### config.mk
export PLATFORM = sky130hd
export DESIGN_NAME = management_register_interface_flat
export DESIGN_NICKNAME = d
export VERILOG_FILES = /design/src/rtl/management_register_interface_if.sv /design/src/rtl/management_register_interface.sv /design/src/flat_wrapper.sv
export SDC_FILE = /design/constraint.sdc
export NUM_CORES = 1
export LEC_CHECK = 0
export ABC_AREA = 1
export BUFFER_PORTS_ARGS = -buffer_cell sky130_fd_sc_hd__buf_4
export CAP_MARGIN = 20
export CORE_AREA = 5 5 193 157
export CTS_BUF_LIST = sky130_fd_sc_hd__clkbuf_16
export CTS_CLUSTER_DIAMETER = 80
export DETAILED_ROUTE_END_ITERATION = 8
export DIE_AREA = 0 0 198 162
export GPL_TIMING_DRIVEN = 0
export SLEW_MARGIN = 20
export SYNTH_ARGS = -nofsm -noshare
export SYNTH_HDL_FRONTEND = slang
export SYNTH_SLANG_ARGS = --single-unit
### constraint.sdc
create_clock -name clk -period 2.1 [get_ports clk]
set_input_delay 0.315 -clock clk [delete_from_list [all_inputs] [get_ports clk]]
set_output_delay 0.315 -clock clk [all_outputs]
set_load 0.02 [all_outputs]
### src/rtl/management_register_interface_if.sv
// management_register_interface_if: bridge-side register access plus external byte bus.
// slave is the register block's view; master is the bridge/bus-agent view.
interface management_register_interface_if;
    logic        rd_en;
    logic [15:0] rd_addr;
    logic        rd_valid;
    logic [7:0]  rd_data;
    logic        wr_en;
    logic [15:0] wr_addr;
    logic [7:0]  wr_data;
    logic [31:0] ctrl;
    logic [31:0] status;
    logic        bus_rd_en;
    logic        bus_wr_en;
    logic [14:0] bus_addr;
    logic [7:0]  bus_wdata;
    logic        bus_rvalid;
    logic [7:0]  bus_rdata;
    modport slave (
        input  rd_en, rd_addr, wr_en, wr_addr, wr_data, status, bus_rvalid, bus_rdata,
        output rd_valid, rd_data, ctrl, bus_rd_en, bus_wr_en, bus_addr, bus_wdata
    );
    modport master (
        output rd_en, rd_addr, wr_en, wr_addr, wr_data, status, bus_rvalid, bus_rdata,
        input  rd_valid, rd_data, ctrl, bus_rd_en, bus_wr_en, bus_addr, bus_wdata
    );
endinterface

### src/rtl/management_register_interface.sv
// management_register_interface: byte-wide local register file (ID/SCRATCH/CTRL/STATUS/ERR)
// with a single-outstanding external read path and posted external writes.
module management_register_interface #(
    parameter logic [31:0] FPGA_ID = 32'h0000_0000,
    parameter int          TIMEOUT = 16
) (
    input  logic clk,
    input  logic rst_n,
    management_register_interface_if.slave m
);
    localparam logic [0:0] IDLE   = 1'b0;
    localparam logic [0:0] EXT_RD = 1'b1;
    logic [0:0]  state;
    logic [7:0]  cnt;
    logic        rd_pend;
    logic [14:0] raddr;
    logic [31:0] scratch, ctrl_r;
    logic [23:0] sh_scratch, sh_ctrl, stat_lat;
    logic [2:0]  err;
    logic        rd_valid_r, bus_rd_en_r, bus_wr_en_r;
    logic [7:0]  rd_data_r, bus_wdata_r;
    logic [14:0] bus_addr_r;
    logic        busy, rd_loc, wr_loc, rd_ok, wr_ok, ext_rd, ext_wr;
    logic        wr_scr, wr_ctl, err_rd, stat_rd, timeout;
    logic [5:0]  rd_word, wr_word;
    logic [1:0]  wr_lane;
    logic [31:0] scratch_nx, ctrl_nx, word;
    logic [7:0]  rd_byte;
    logic [2:0]  new_err;
    logic        unused;
    assign unused = ^{m.rd_addr[15], m.wr_addr[15]};
    always_comb begin
        busy       = state == EXT_RD;
        rd_loc     = m.rd_addr[14:8] == 7'd0;
        wr_loc     = m.wr_addr[14:8] == 7'd0;
        rd_ok      = m.rd_en & ~busy;
        wr_ok      = m.wr_en & ~busy;
        ext_rd     = rd_ok & ~rd_loc;
        ext_wr     = wr_ok & ~wr_loc;
        rd_word    = m.rd_addr[7:2];
        wr_word    = m.wr_addr[7:2];
        wr_lane    = m.wr_addr[1:0];
        wr_scr     = wr_ok & wr_loc & wr_word == 6'd1;
        wr_ctl     = wr_ok & wr_loc & wr_word == 6'd2;
        // write-then-read ordering: same-cycle reads see the committed word
        scratch_nx = (wr_scr & wr_lane == 2'd3) ? {m.wr_data, sh_scratch} : scratch;
        ctrl_nx    = (wr_ctl & wr_lane == 2'd3) ? {m.wr_data, sh_ctrl} : ctrl_r;
        word       = rd_word == 6'd0 ? FPGA_ID :
                     rd_word == 6'd1 ? scratch_nx :
                     rd_word == 6'd2 ? ctrl_nx :
                     rd_word == 6'd3 ? {stat_lat, m.status[7:0]} :
                     rd_word == 6'd4 ? {29'd0, err} : 32'd0;
        rd_byte    = word[{m.rd_addr[1:0], 3'b000} +: 8];
        err_rd     = rd_ok & rd_loc & rd_word == 6'd4;
        stat_rd    = rd_ok & rd_loc & rd_word == 6'd3 & m.rd_addr[1:0] == 2'd0;
        timeout    = busy & ~rd_pend & ~m.bus_rvalid & cnt == 8'(TIMEOUT - 1);
        new_err    = {m.wr_en & busy, m.rd_en & busy, timeout};
    end
    always_ff @(posedge clk) begin
        if (!rst_n) begin
            state       <= IDLE;
            cnt         <= '0;
            rd_pend     <= 1'b0;
            raddr       <= '0;
            scratch     <= '0;
            ctrl_r      <= '0;
            sh_scratch  <= '0;
            sh_ctrl     <= '0;
            stat_lat    <= '0;
            err         <= '0;
            rd_valid_r  <= 1'b0;
            rd_data_r   <= '0;
            bus_rd_en_r <= 1'b0;
            bus_wr_en_r <= 1'b0;
            bus_addr_r  <= '0;
            bus_wdata_r <= '0;
        end else begin
            scratch     <= scratch_nx;
            ctrl_r      <= ctrl_nx;
            if (wr_scr & wr_lane != 2'd3) sh_scratch[{wr_lane, 3'b000} +: 8] <= m.wr_data;
            if (wr_ctl & wr_lane != 2'd3) sh_ctrl[{wr_lane, 3'b000} +: 8] <= m.wr_data;
            if (stat_rd) stat_lat <= m.status[31:8];
            err         <= (err_rd ? 3'd0 : err) | new_err;
            rd_valid_r  <= 1'b0;
            bus_rd_en_r <= 1'b0;
            bus_wr_en_r <= 1'b0;
            if (rd_ok & rd_loc) begin
                rd_valid_r <= 1'b1;
                rd_data_r  <= rd_byte;
            end
            if (ext_wr) begin
                bus_wr_en_r <= 1'b1;
                bus_addr_r  <= m.wr_addr[14:0];
                bus_wdata_r <= m.wr_data;
            end
            // a colliding external write owns the bus first; the read request follows
            if (ext_rd) begin
                state   <= EXT_RD;
                raddr   <= m.rd_addr[14:0];
                cnt     <= '0;
                rd_pend <= ext_wr;
                if (!ext_wr) begin
                    bus_rd_en_r <= 1'b1;
                    bus_addr_r  <= m.rd_addr[14:0];
                end
            end
            if (busy) begin
                if (rd_pend) begin
                    rd_pend     <= 1'b0;
                    bus_rd_en_r <= 1'b1;
                    bus_addr_r  <= raddr;
                end else if (m.bus_rvalid | timeout) begin
                    state      <= IDLE;
                    rd_valid_r <= 1'b1;
                    rd_data_r  <= m.bus_rvalid ? m.bus_rdata : 8'hEE;
                end else begin
                    cnt <= cnt + 8'd1;
                end
            end
        end
    end
    assign m.rd_valid  = rd_valid_r;
    assign m.rd_data   = rd_data_r;
    assign m.ctrl      = ctrl_r;
    assign m.bus_rd_en = bus_rd_en_r;
    assign m.bus_wr_en = bus_wr_en_r;
    assign m.bus_addr  = bus_addr_r;
    assign m.bus_wdata = bus_wdata_r;
endmodule

### src/flat_wrapper.sv
// flat-port wrapper written by rule: the top's interface ports become plain ports
module management_register_interface_flat 
#(
    parameter logic [31:0] FPGA_ID = 32'h0000_0000,
    parameter int          TIMEOUT = 16
)
  (clk, rst_n, m_rd_en, m_rd_addr, m_wr_en, m_wr_addr, m_wr_data, m_status, m_bus_rvalid, m_bus_rdata, m_rd_valid, m_rd_data, m_ctrl, m_bus_rd_en, m_bus_wr_en, m_bus_addr, m_bus_wdata);
  management_register_interface_if m_i ();
  input  logic clk;
  input  logic rst_n;
  input wire logic [$bits(m_i.rd_en)-1:0] m_rd_en;
  input wire logic [$bits(m_i.rd_addr)-1:0] m_rd_addr;
  input wire logic [$bits(m_i.wr_en)-1:0] m_wr_en;
  input wire logic [$bits(m_i.wr_addr)-1:0] m_wr_addr;
  input wire logic [$bits(m_i.wr_data)-1:0] m_wr_data;
  input wire logic [$bits(m_i.status)-1:0] m_status;
  input wire logic [$bits(m_i.bus_rvalid)-1:0] m_bus_rvalid;
  input wire logic [$bits(m_i.bus_rdata)-1:0] m_bus_rdata;
  output wire logic [$bits(m_i.rd_valid)-1:0] m_rd_valid;
  output wire logic [$bits(m_i.rd_data)-1:0] m_rd_data;
  output wire logic [$bits(m_i.ctrl)-1:0] m_ctrl;
  output wire logic [$bits(m_i.bus_rd_en)-1:0] m_bus_rd_en;
  output wire logic [$bits(m_i.bus_wr_en)-1:0] m_bus_wr_en;
  output wire logic [$bits(m_i.bus_addr)-1:0] m_bus_addr;
  output wire logic [$bits(m_i.bus_wdata)-1:0] m_bus_wdata;
  assign m_i.rd_en = m_rd_en;
  assign m_i.rd_addr = m_rd_addr;
  assign m_i.wr_en = m_wr_en;
  assign m_i.wr_addr = m_wr_addr;
  assign m_i.wr_data = m_wr_data;
  assign m_i.status = m_status;
  assign m_i.bus_rvalid = m_bus_rvalid;
  assign m_i.bus_rdata = m_bus_rdata;
  assign m_rd_valid = m_i.rd_valid;
  assign m_rd_data = m_i.rd_data;
  assign m_ctrl = m_i.ctrl;
  assign m_bus_rd_en = m_i.bus_rd_en;
  assign m_bus_wr_en = m_i.bus_wr_en;
  assign m_bus_addr = m_i.bus_addr;
  assign m_bus_wdata = m_i.bus_wdata;
  management_register_interface #(.FPGA_ID(FPGA_ID), .TIMEOUT(TIMEOUT)) u_core (.clk(clk), .rst_n(rst_n), .m(m_i));
endmodule
==> results of run 1 <==
-- cell usage in the layout (no fill, tap or decap), types with 12 or more instances in the layout --
master,count
buf_4,160
nand2_2,14
inv_1,168
clkbuf_16,17
nand3_1,86
nand3_2,13
o21ai_0,116
nand2_1,292
a21oi_1,142
clkbuf_1,31
nor2_1,133
o21ai_1,15
nor3_1,12
buf_2,14
a31oi_1,16
dfxtp_1,197
-- worst max-delay path, stage by stage, from the launching register on --
cell and delay (ns):
dfxtp_2 0.34, nor2_4 0.20, nand2_4 0.12, nor2_8 0.21, nand2_8 0.10, buf_12 0.17
nand2_2 0.06, o21ai_2 0.07, nand2_2 0.10, nand2_1 0.09, nand2_1 0.06, nand2_1 0.06
nor2_2 0.18, nand2_2 0.09, a21oi_2 0.12
-- registers in the layout, summed over array words and instances (netlist names) --
name                cells
u_core.m.ctrl          32
u_core.scratch         32
u_core.sh_ctrl         24
u_core.sh_scratch      24
u_core.stat_lat        24
u_core.m.bus_addr      15
u_core.raddr           15
u_core.cnt              8
u_core.m.bus_wdata      8
u_core.m.rd_data        8
u_core.err              3
u_core.busy             1
u_core.m.bus_rd_en      1
u_core.m.bus_wr_en      1
u_core.m.rd_valid       1
u_core.rd_pend          1
-- routing by layer --
| layer | up-vias | GRT usage (%) | part of all wire [%] |
|---|---|---|---|
| met5 | - | 0 | 0 |
| met4 | 0 | 5.006 | 1.6 |
| met3 | 39 | 5.081 | 8.2 |
| met2 | 340 | 30.75 | 43 |
| met1 | 4537 | 31.11 | 47 |
| li1 | 4674 | - | - |
-- per-stage QoR --
stage          setup slack (ns)  power [mW]
2_1_floorplan            0.3758       4.391
3_5_place_dp            -0.6147       4.804
4_1_cts                 0.02018       8.153
5_1_grt                -0.01368       8.396
3_3_place_gp            -0.6020       4.800
6_report                0.05587       8.120
-- layout make-up --
type	count	area (um^2)	area share, %
Clock inverter	13	157.7	1.356
Buffer	68	345.3	2.971
Inverter	176	666.9	5.738
Multi-Input combinational cell	903	4408	37.93
Tap cell	370	462.9	3.983
Timing Repair Buffer	157	1191	10.25
Sequential cell	198	3965	34.12
Clock buffer	17	425.4	3.660
-- final timing paths --
| kind | start | endpoint | depth (start not counted) | slack (ns) |
|---|---|---|---|---|
| worst max-delay path | u_core.busy | u_core.m.rd_data[5] | 14 | 0.06 |
| worst min-delay path | m_status[27] | u_core.stat_lat[19] | 3 | 0.10 |
| worst max register to register | u_core.busy | u_core.m.rd_data[5] | 14 | 0.06 |
| worst min register to register | u_core.raddr[2] | u_core.raddr[2] | 2 | 0.46 |
-- power by group through the flow --
stage / registers, mW / clock network (mW) / logic [mW]
after detailed placement: 3.96 / 0 / 0.840
after CTS: 3.88 / 3.43 / 0.849
final: 3.88 / 3.38 / 0.865
after floorplan: 4.02 / 0 / 0.374
after global routing: 3.89 / 3.57 / 0.944
after global placement: 3.97 / 0 / 0.835
-- kinds of logic after synthesis --
logic type               after synthesis  synth area share [%]
adder cells (fa/ha/maj)                5                0.6843
XOR/XNOR                               1               0.09582
AND/OR/NAND/NOR                      588                 27.73
buffers and inverters                244                 10.66
AO/OA/AOI/OAI                        309                 17.48
flip-flops                           198                 43.36
-- repair_timing --
| item | CTS | global route |
|---|---|---|
| gates resized for setup | 10 | 67 |
| pin swaps | 1 | 6 |
| buffers inserted | 2 | 7 |
| cloned | 0 | 0 |
| hold endpoints to repair | 0 | 0 |
| setup endpoints to repair | 28 | 33 |
==> results.md, run 1 <==
Synth:
- The synthesized netlist occupies a cell area of 9143 um^2.
- After synthesis, the netlist uses 37 different library cells.
- The most used flip-flop cell after synthesis is dfxtp_1.
- The biggest area contributor in the post-synthesis netlist is dfxtp_1.
- The synthesized design contains 198 register bits.
- The most used standard cell by instance count after synthesis is nand2_1.
- Ranked by instance count, the synthesized netlist is headed by 301 x nand2_1, 198 x dfxtp_1, 167 x inv_1.
- The area share of the largest cell type after synthesis is 43.36%.
- The net count of the mapped netlist is 1,435.
- The synthesized instance count is 1,345.
- The mean cell area of the mapped netlist is 6.797 um^2.
- During synthesis, Yosys emitted a total of 0 warnings.
- By area the synthesized netlist is led by dfxtp_1 43%, nand2_1 12%, a21oi_1 7.9%.
- The share of flip-flops with an asynchronous set or reset after synthesis is 0%.
- Yosys mapped a number of flops with a built-in enable equal to 0.
- Summing the sequential cell areas from Yosys gives 43.36% of the chip area.

Route:
- The detailed router's first-iteration violation count is 961.
- The number of detailed-route iterations in the first pass is 5.
- In the routed layout, each cell is associated on average with a via count of 5.042.
- The final layout contains routed wiring with a total length of 34,670 um.
- The remaining antenna violation count after routing is 0.
- The average routed wire per standard cell is 18.23 um.
- The overall via count from detail_route is 9,590.
- After detailed routing, the number of remaining DRC violations is 0.

CTS:
- The number of buffers inserted during clock tree synthesis is 17.
- The number of buffers added to fix hold violations after cts is 0.
- The TritonCTS clock tree is done.
- After clock tree synthesis, the clock-pin slew on the worst setup and hold paths is 0.08 ns.
- The H-tree was split into 4 levels.
- The number of buffers between clock root and the deepest sink is 2.
- Clock tree synthesis found a total of 198 sinks.
- The later pin in the worst-skew pair is clocked with a latency of 0.44 ns.
- The cell at the root of the clock tree is clkbuf_16.

Power and ir drop:
- The analysis attributes to cell leakage a power of 5.181 nW.
- The share of total power in the clock network is 41.6%.
- The net switching power is 2.115 mW.
- Combinational logic is responsible for 10.7% of the overall power.
- The worst-case IR drop observed on VDD is 0.4781 mV.
- Internal power comes to 6.004 mW.
- The total power density per cell area is 698.6 nW/um^2.
- Of the total power, registers draw 47.8%.
- Of the total power, the share spent switching nets is 26.05%.

Floorplan:
- The initial utilization of the core area, before any placement, comes to 32.56%.
- The number of top-level pins is 151.
- The initialized floorplan defines 55 standard-cell rows.
- The floorplan die area is 32,080 um^2.
- The die extent in x is 198 um.
- The die is 162 um tall.
- The area of the core is 28,080 um^2.

Global route:
- The first-pass GRT wire length is 51,730 um.
- The number of global-route vias before repair is 8,887.
- The overall fraction of global-route tracks in use is 21.02%.
- For this run the aggregate overflow at the end of global routing stands at 0.
- Entering global routing, the biggest net connects 17 pins.
- The initial antenna violation count came to 0.

Status:
- The flow ran to the end, and the final reports show no timing, DRC or antenna violations.

Timing:
- The number of pins with negative max-slew slack in the final report is 0.
- On the final layout, the worst hold slack is 0.1034 ns.
- For the finished layout, the period the worst path requires is 2.044 ns.
- For this run, the top clock speed supported by timing is 489.2 MHz.
- The final sum of negative setup slack is 0 ns.
- The count of final setup violators is 0.
- The hold violation total from the final report is 0.
- Setup repair after global routing could not meet its margin everywhere.
- The final clock period utilization by the worst path is 97.34%.
- The worst-margin pin slew is 0.9056 ns.
- For the final database, setup skew stands at 0.01077 ns.
- The relative slew slack is 39.63%.

Worst setup path:
- The required time reported for the critical path endpoint is 2.47 ns.
- The data arrival time at the worst-slack endpoint is 2.42 ns.
- The class of the most critical setup path is reg2reg.
- Of all nets on the critical path, the largest fanout is 10.
- The worst setup path is captured at a flop.
- The worst setup path is launched from a flop.

Placed design:
- Once placement completed, the tool counted placed cells totaling 1,863.
- The count of buffers inserted at the top-level ports is 148.
- The HPWL after detailed placement is 27,140 um.
- The placement-stage cell area is 10,720 um^2.
- The routability congestion estimate is 0.9376.

Layout:
- The post-layout instance count excluding filler cells is 1,902.
- The final design utilization is 41.39%.
- The layout has 2,978 filler cells.
- The diode insertion count for antenna repair is 0.
- The synthesis-to-layout area growth is 27.12%.
- Once layout is done, the placed cells without fillers occupy 11,620 um^2.
- The final-stage net count is 1,611.
- Cells with a size suffix above 1 make up 19.26% of the layout.

Min path:
- The worst hold path belongs to the class in2reg.

Run:
- The tool flagged a number of max-cap violations equal to 0.
Power figures use the tool's default switching activity.
==> run 2: changes to the inputs <==
Clock period 2.1 ns to 2.4 ns, I/O delays scaled along.
==> results.md, run 2 (synthesis gave the netlist of run 1 again) <==
Status:
- The run finished with clean final reports.

Timing:
- Setup repair after global routing left no endpoint under its margin.
- The worst-margin pin slew came to 0.9554 ns (+0.04982 ns).
- The smallest hold slack is 0.1491 ns (+0.04567 ns).
- The time the final worst path needs with I/O delays and setup is 2.337 ns (+0.2930 ns).
- The hold violation total from the final report is 0 (unchanged).
- The relative slew slack is 36.31% (-3.3 points).
- The number of pins with negative max-slew slack in the final report is 0 (unchanged).
- The peak clock frequency supported by timing is 427.9 MHz (-13%).
- The post-route worst setup slack is 0.06286 ns (+0.006992 ns).
- The final clock period utilization by the worst path is 97.38% (about the same).
- The count of final setup violators is 0 (unchanged).
- The final sum of negative setup slack came to 0 ns (unchanged).
- The final clock skew was 0.01283 ns (+0.002057 ns).

CTS:
- The post-CTS setup buffer count is 0 (-2).
- The maximum level of the CTS H-tree was 4 (unchanged).
- The number of buffers inserted during clock tree synthesis was 17 (unchanged).
- The clock transition at the register clock pins on the worst setup and hold paths after CTS is 0.08 ns (about the same).
- The number of buffers added to fix hold violations after cts came to 0 (unchanged).
- The clock insertion delay at the later pin of the skew report was 0.44 ns (about the same).
- The sink count of the clock tree is 198 (unchanged).
- The cell at the root of the clock tree is clkbuf_16.
- TritonCTS built the clock tree.
- The number of buffers between clock root and the deepest sink is 2 (unchanged).
- The post-CTS resize count was 0 (-10).

Placed design:
- The routability congestion estimate is 0.9376 (unchanged).
- The HPWL after detailed placement is 27,140 um (unchanged).
- The number of placed cells counting well taps came to 1,863 (unchanged).
- The pre-CTS setup slack is -0.3597 ns (+0.2550 ns).
- The count of buffers inserted at the top-level ports is 148 (unchanged).

Route:
- The remaining antenna violation count after routing is 0 (unchanged).
- The overall via count from detail_route was 9,505 (-0.89%).
- The number of detailed-route iterations in the first pass is 5 (unchanged).
- The wire length after detailed routing is 34,480 um (-0.53%).
- The detail-routed via count per cell is 5.021 (-0.42%).
- The remaining design rule violation count is 0 (unchanged).
- The average routed wire per standard cell was 18.22 um (about the same).
- The detailed router's first-iteration violation count came to 982 (+2.2%).

Global route:
- The first-pass GRT wire length is 51,630 um (-0.19%).
- The overall fraction of global-route tracks in use was 20.99% (-0.026 points).
- The number of global-route vias before repair is 8,848 (-0.44%).
- The maximum number of pins on one net before global-route repair is 17 (unchanged).
- The initial antenna violation count was 0 (unchanged).
- The global route total overflow came to 0 (unchanged).

Layout:
- The area used by sequential logic in the layout is 3964 um^2 (about the same).
- In the layout the commonest cells are 301 x nand2_1, 198 x dfxtp_1, 169 x inv_1.
- The final design utilization is 40.28% (-1.1 points).
- The share of post-route cells with drive strength above 1 is 15.56% (-3.7 points).
- The filler cell count in the final layout is 3,005 (+0.91%).
- The post-layout instance count excluding filler cells is 1,893 (-0.47%).
- The final-stage net count is 1,602 (-0.56%).
- The area growth from synthesis to layout is 23.70%.
- The library cell used most frequently in the layout, excluding fill and tap cells, is nand2_1.
- The diode insertion count for antenna repair came to 0 (unchanged).
- The multi-input logic area is 4213 um^2 (-4.4%).

Worst setup path:
- The reg-to-reg endpoint is u_core.m.rd_data[3].
- The critical path is of the reg2reg type.
- The worst reg2reg path startpoint is u_core.busy.
- The worst setup path is launched from a flop.
- The required time reported for the critical path endpoint was 2.72 ns (+0.25 ns).
- The internal reg-to-reg setup slack was 0.06 ns (about the same).
- The sort of element at the end of the critical path is a flop.
- The highest fanout seen on the critical path is 10 (unchanged).
- The data arrival time at the worst-slack endpoint is 2.66 ns (+0.24 ns).
- The depth of the most critical reg-to-reg path was 11 (-3).

Power and ir drop:
- The leakage power is 5.099 nW (-1.6%).
- The maximum resistive drop on vdd is 0.4145 mV (-13%).
- The total power density per cell area is 627.7 nW/um^2 (-10%).

Floorplan:
- The number of placement rows came to 55 (unchanged).
- The die extent in x was 198 um (unchanged).
- The floorplan die area is 32,080 um^2 (unchanged).
- The die span in y is 162 um (unchanged).
- The area of the core is 28,080 um^2 (unchanged).
- The number of top-level pins is 151 (unchanged).
- The initial cell density of the core came to 32.56% (unchanged).

Run:
- The number of max-cap violations is 0 (unchanged).

Min path:
- The hold-critical path endpoint is u_core.stat_lat[19].
- The type of the tightest min-delay check is in2reg.
- The startpoint identified for the worst hold timing path is m_status[27].
- The worst hold path stage count is 3 (unchanged).
run 2: report_power, final:
part	internal (mW)	switching, mW
clock network	1.63	1.33
registers	3.35	0.0422
logic	0.267	0.475
run 2: how the worst max path moves through the flow:
stage / start / depth (start not counted) / slack, ns / to
after floorplan: m_wr_addr[13] / 15 / 0.63 / u_core.m.rd_data[0]
after global placement: m_rd_addr[7] / 13 / -0.35 / u_core.m.rd_data[6]
after detailed placement: m_rd_addr[7] / 13 / -0.36 / u_core.m.rd_data[6]
after CTS: u_core.busy / 13 / 0.02 / u_core.m.rd_data[0]
after global routing: u_core.busy / 13 / 0.007 / u_core.m.rd_data[0]
final: u_core.busy / 11 / 0.06 / u_core.m.rd_data[3]
run 2: per-layer routing:
metal	share of wire (%)	wire length [um]	track usage (%)	up-vias
met5	0	0	0	-
met4	1.7	576	4.693	0
met3	8.3	2858	5.330	36
met2	43	14660	30.69	358
met1	48	16390	31.06	4451
li1	-	-	-	4660
run 2: layout make-up:
type	count	share of cell area, %
buffer	68	2.788
clock buffer	17	3.761
sequential	198	35.05
multi-input combinational	903	37.25
tap	370	4.093
inverter	176	5.841
clock inverter	13	1.394
timing repair buffer	148	9.824
run 2: stage by stage:
stage / instance area [um^2] / power [mW]
floorplan: 9143 / 3.842
global placement: 10720 / 4.200
detailed placement: 10720 / 4.204
CTS: 11300 / 7.128
global route: 11310 / 7.331
finish: 11310 / 7.099
run 2: worst max-delay path: stages (launching register included):
cell and delay [ns]:
dfxtp_1 0.33, nor2_4 0.26, nand2_4 0.13, nor2_8 0.20
nand2_4 0.13, buf_6 0.17, o21ai_1 0.43, o21ai_1 0.19
nor2_1 0.12, nor2_1 0.05, nand2_1 0.11, a21oi_1 0.08
==> run 3: changes to the inputs <==
Settings changed: CORE_AREA 5 5 193 157 to 5 5 145 119, DIE_AREA 0 0 198 162 to 0 0 150 124, PLACE_DENSITY set to 0.83, REMOVE_ABC_BUFFERS set to 1.
==> results.md, run 3 (synthesis gave the netlist of run 1 again) <==
Status:
- The run finished with clean final reports.

Layout:
- Leaving out fill and tap cells, the most frequent cells in the layout are 300 x nand2_1, 197 x dfxtp_1, 165 x inv_1.
- The share of post-route cells with drive strength above 1 came to 17.21% (+1.6 points).
- Relative to the synthesized area, the layout overhead comes to 22.34%.
- The diode insertion count for antenna repair was 0 (unchanged).
- The leading cell type in the layout, fill and taps excluded is nand2_1.
- The final design utilization was 71.72% (+31 points).
- The final-stage net count is 1,560 (-2.6%).
- The design area is 11,180 um^2 (-1.1%).

Global route:
- The number of global-route vias before repair is 8,737 (-1.3%).
- The overall fraction of global-route tracks in use is 30.94% (+9.9 points).
- The global route total overflow was 0 (unchanged).
- The initial antenna violation count is 0 (unchanged).
- The first-pass GRT wire length is 45,050 um (-13%).
- The maximum number of pins on one net before global-route repair came to 98 (+81).

Floorplan:
- The die extent in x was 150 um (-24%).
- The floorplan die area was 18,600 um^2 (-42%).
- The die span in y was 124 um (-23%).
- The initial cell density of the core is 58.62% (+26 points).
- The number of placement rows is 41 (-25%).
- The area of the core is 15,600 um^2 (-44%).
- The number of top-level pins was 151 (unchanged).

Worst setup path:
- The worst setup path is launched from a flop.
- On the critical path the largest part of the delay comes from simple AND/OR/NAND/NOR gates.
- The worst setup path is captured at a flop.
- The maximum single-stage delay on the critical path came to 0.52 ns (+0.09 ns).
- The most repeated library cell on the critical path is nand3_1.
- For this design, the slowest cell found on the critical path is nand4_2.
- The worst reg2reg path startpoint is u_core.busy.
- The required time reported for the critical path endpoint is 2.72 ns (about the same).
- The reg-to-reg endpoint is u_core.m.rd_data[7].
- The internal reg-to-reg setup slack came to 0.12 ns (+0.06 ns).
- The depth of the most critical reg-to-reg path was 9 (-2).
- The highest fanout seen on the critical path came to 18 (+8).
- The signal on the critical path passes through nor2_4 -> buf_4 -> nand4_2 -> nand2_1 -> nand3_1 -> nand3_1 -> nand3_1 -> nand3_1 -> a21oi_1.
- The class of the most critical setup path is reg2reg.
- The buffering stage count on the worst path with inverters included came to 1 (unchanged).
- The data arrival time at the worst-slack endpoint is 2.60 ns (-0.06 ns).

Placed design:
- The HPWL after detailed placement is 18,290 um (-33%).
- The pre-CTS setup slack is -1.235 ns (-0.8757 ns).
- The placement-stage cell area is 10,300 um^2 (-3.9%).
- The count of buffers inserted at the top-level ports was 148 (unchanged).
- The routability congestion estimate came to 0.9242 (-1.4%).

Timing:
- The count of final setup violators is 0 (unchanged).
- The worst-margin pin slew came to 0.9496 ns (-0.005820 ns).
- The hold violation total from the final report is 0 (unchanged).
- The time the final worst path needs with I/O delays and setup is 2.275 ns (-0.06205 ns).
- The post-route worst setup slack came to 0.1249 ns (+0.06205 ns).
- Setup repair after global routing left no endpoint under its margin.
- The peak clock frequency supported by timing came to 439.5 MHz (+2.7%).
- The final clock skew was 0.008206 ns (-0.004624 ns).
- The relative slew slack is 36.69% (+0.39 points).
- The number of pins with negative max-slew slack in the final report was 0 (unchanged).
- The final clock period utilization by the worst path came to 94.80% (-2.6 points).

CTS:
- The number of buffers inserted during clock tree synthesis came to 17 (unchanged).
- The clock insertion delay at the later pin of the skew report is 0.44 ns (about the same).
- The number of buffers between clock root and the deepest sink is 2 (unchanged).
- The clock transition at the register clock pins on the worst setup and hold paths after CTS is 0.07 ns (about the same).
- The sink count of the clock tree was 198 (unchanged).
- The TritonCTS clock tree is done.
- The cell at the root of the clock tree is clkbuf_16.
- The maximum level of the CTS H-tree is 4 (unchanged).

Min path:
- The worst hold path stage count is 3 (unchanged).
- The hold-critical path endpoint is u_core.stat_lat[11].
- In this run the most critical hold path is launched from m_status[19].
- The tightest min-delay check is of the in2reg type.

Route:
- The remaining design rule violation count was 0 (unchanged).
- The overall via count from detail_route is 9,618 (+1.2%).
- The wire length after detailed routing came to 29,480 um (-14%).
- The detail-routed via count per cell came to 5.668 (+13%).
- The detailed router's first-iteration violation count was 1,471 (+50%).
- The remaining antenna violation count after routing came to 0 (unchanged).
- The number of detailed-route iterations in the first pass was 5 (unchanged).
- The average routed wire per standard cell is 17.37 um (-4.6%).

Run:
- The number of max-cap violations is 0 (unchanged).

Power and ir drop:
- The maximum resistive drop on vdd was 0.5218 mV (+26%).
- The leakage power is 5.059 nW (-0.79%).
- The total power density per cell area is 628.7 nW/um^2 (+0.16%).
[run 3: changes by cell type in the layout (fill, tap and decap cells not counted), sizes merged, moves of 2 or more]
cell / change
buf: -7
clkbuf: -41
inv: -6
clkinvlp: +3
nor2: +2
clkinv: +5
[run 3: cell type report]
cell class                      count  area [um^2]
Sequential cell                   198         3965
Inverter                          176        684.4
Timing Repair inverter              1        7.507
Tap cell                          215        269.0
Multi-Input combinational cell    908         4339
Clock buffer                       17        425.4
Fill cell                        1306         4410
Timing Repair Buffer              168         1331
Clock inverter                     14        162.7
[run 3: where the power goes]
group	internal (mW)	switching, mW
Clock	1.63	1.27
Combinational	0.266	0.467
Sequential	3.35	0.0455
Total	5.24	1.79
[run 3: metrics by stage]
step / power, mW / setup TNS (ns) / std cells / hold slack (ns)
floorplan: 3.808 / -27.01 / 1277 / 0.4291
global placement: 4.136 / -215.27 / 1640 / 0.4416
detailed placement: 4.152 / -45.48 / 1645 / 0.4527
CTS: 7.003 / 0 / 1685 / 0.1447
global route: 7.237 / 0 / 1697 / 0.1477
finish: 7.031 / 0 / 1697 / 0.1536
[run 3: metal layers]
metal / part of all wire, % / track usage (%) / wire length (um) / up-vias
met2: 44 / 45.82 / 12910 / 552
met3: 12 / 6.875 / 3419 / 87
met5: 0 / 0 / 0 / -
met4: 3.6 / 14.74 / 1067 / 0
met1: 41 / 42.97 / 12090 / 4398
li1: - / - / - / 4581
[run 3: what timing repair did]
action | in CTS | in global routing
gates cloned | 4 | 2
hold buffers | 0 | 0
endpoints found under the hold margin | 0 | 0
resized for setup | 16 | 7
pin swaps | 3 | 3
buffers inserted | 5 | 10
endpoints found under the setup margin | 94 | 26
[run 3: worst max-delay path by stage]
stage	end	depth (start not counted)	startpoint	slack [ns]
after detailed placement	u_core.m.rd_data[4]	12	m_wr_addr[0]	-1.24
after global routing	u_core.m.rd_data[0]	12	u_core.cnt[0]	0.003
after global placement	u_core.stat_lat[16]	6	m_rd_addr[0]	-2.75
final	u_core.m.rd_data[7]	9	u_core.busy	0.12
after floorplan	u_core.stat_lat[0]	7	m_rd_addr[7]	-0.92
after CTS	u_core.sh_ctrl[17]	7	u_core.busy	0.02
[run 3: worst register-to-register path: cells and delay by family, from the launching register on]
kind / cells / cell delay [ns]
AO/OA/AOI/OAI: 1 / 0.07
buffers and inverters: 1 / 0.17
flip-flops: 1 / 0.41
AND/OR/NAND/NOR: 7 / 1.49
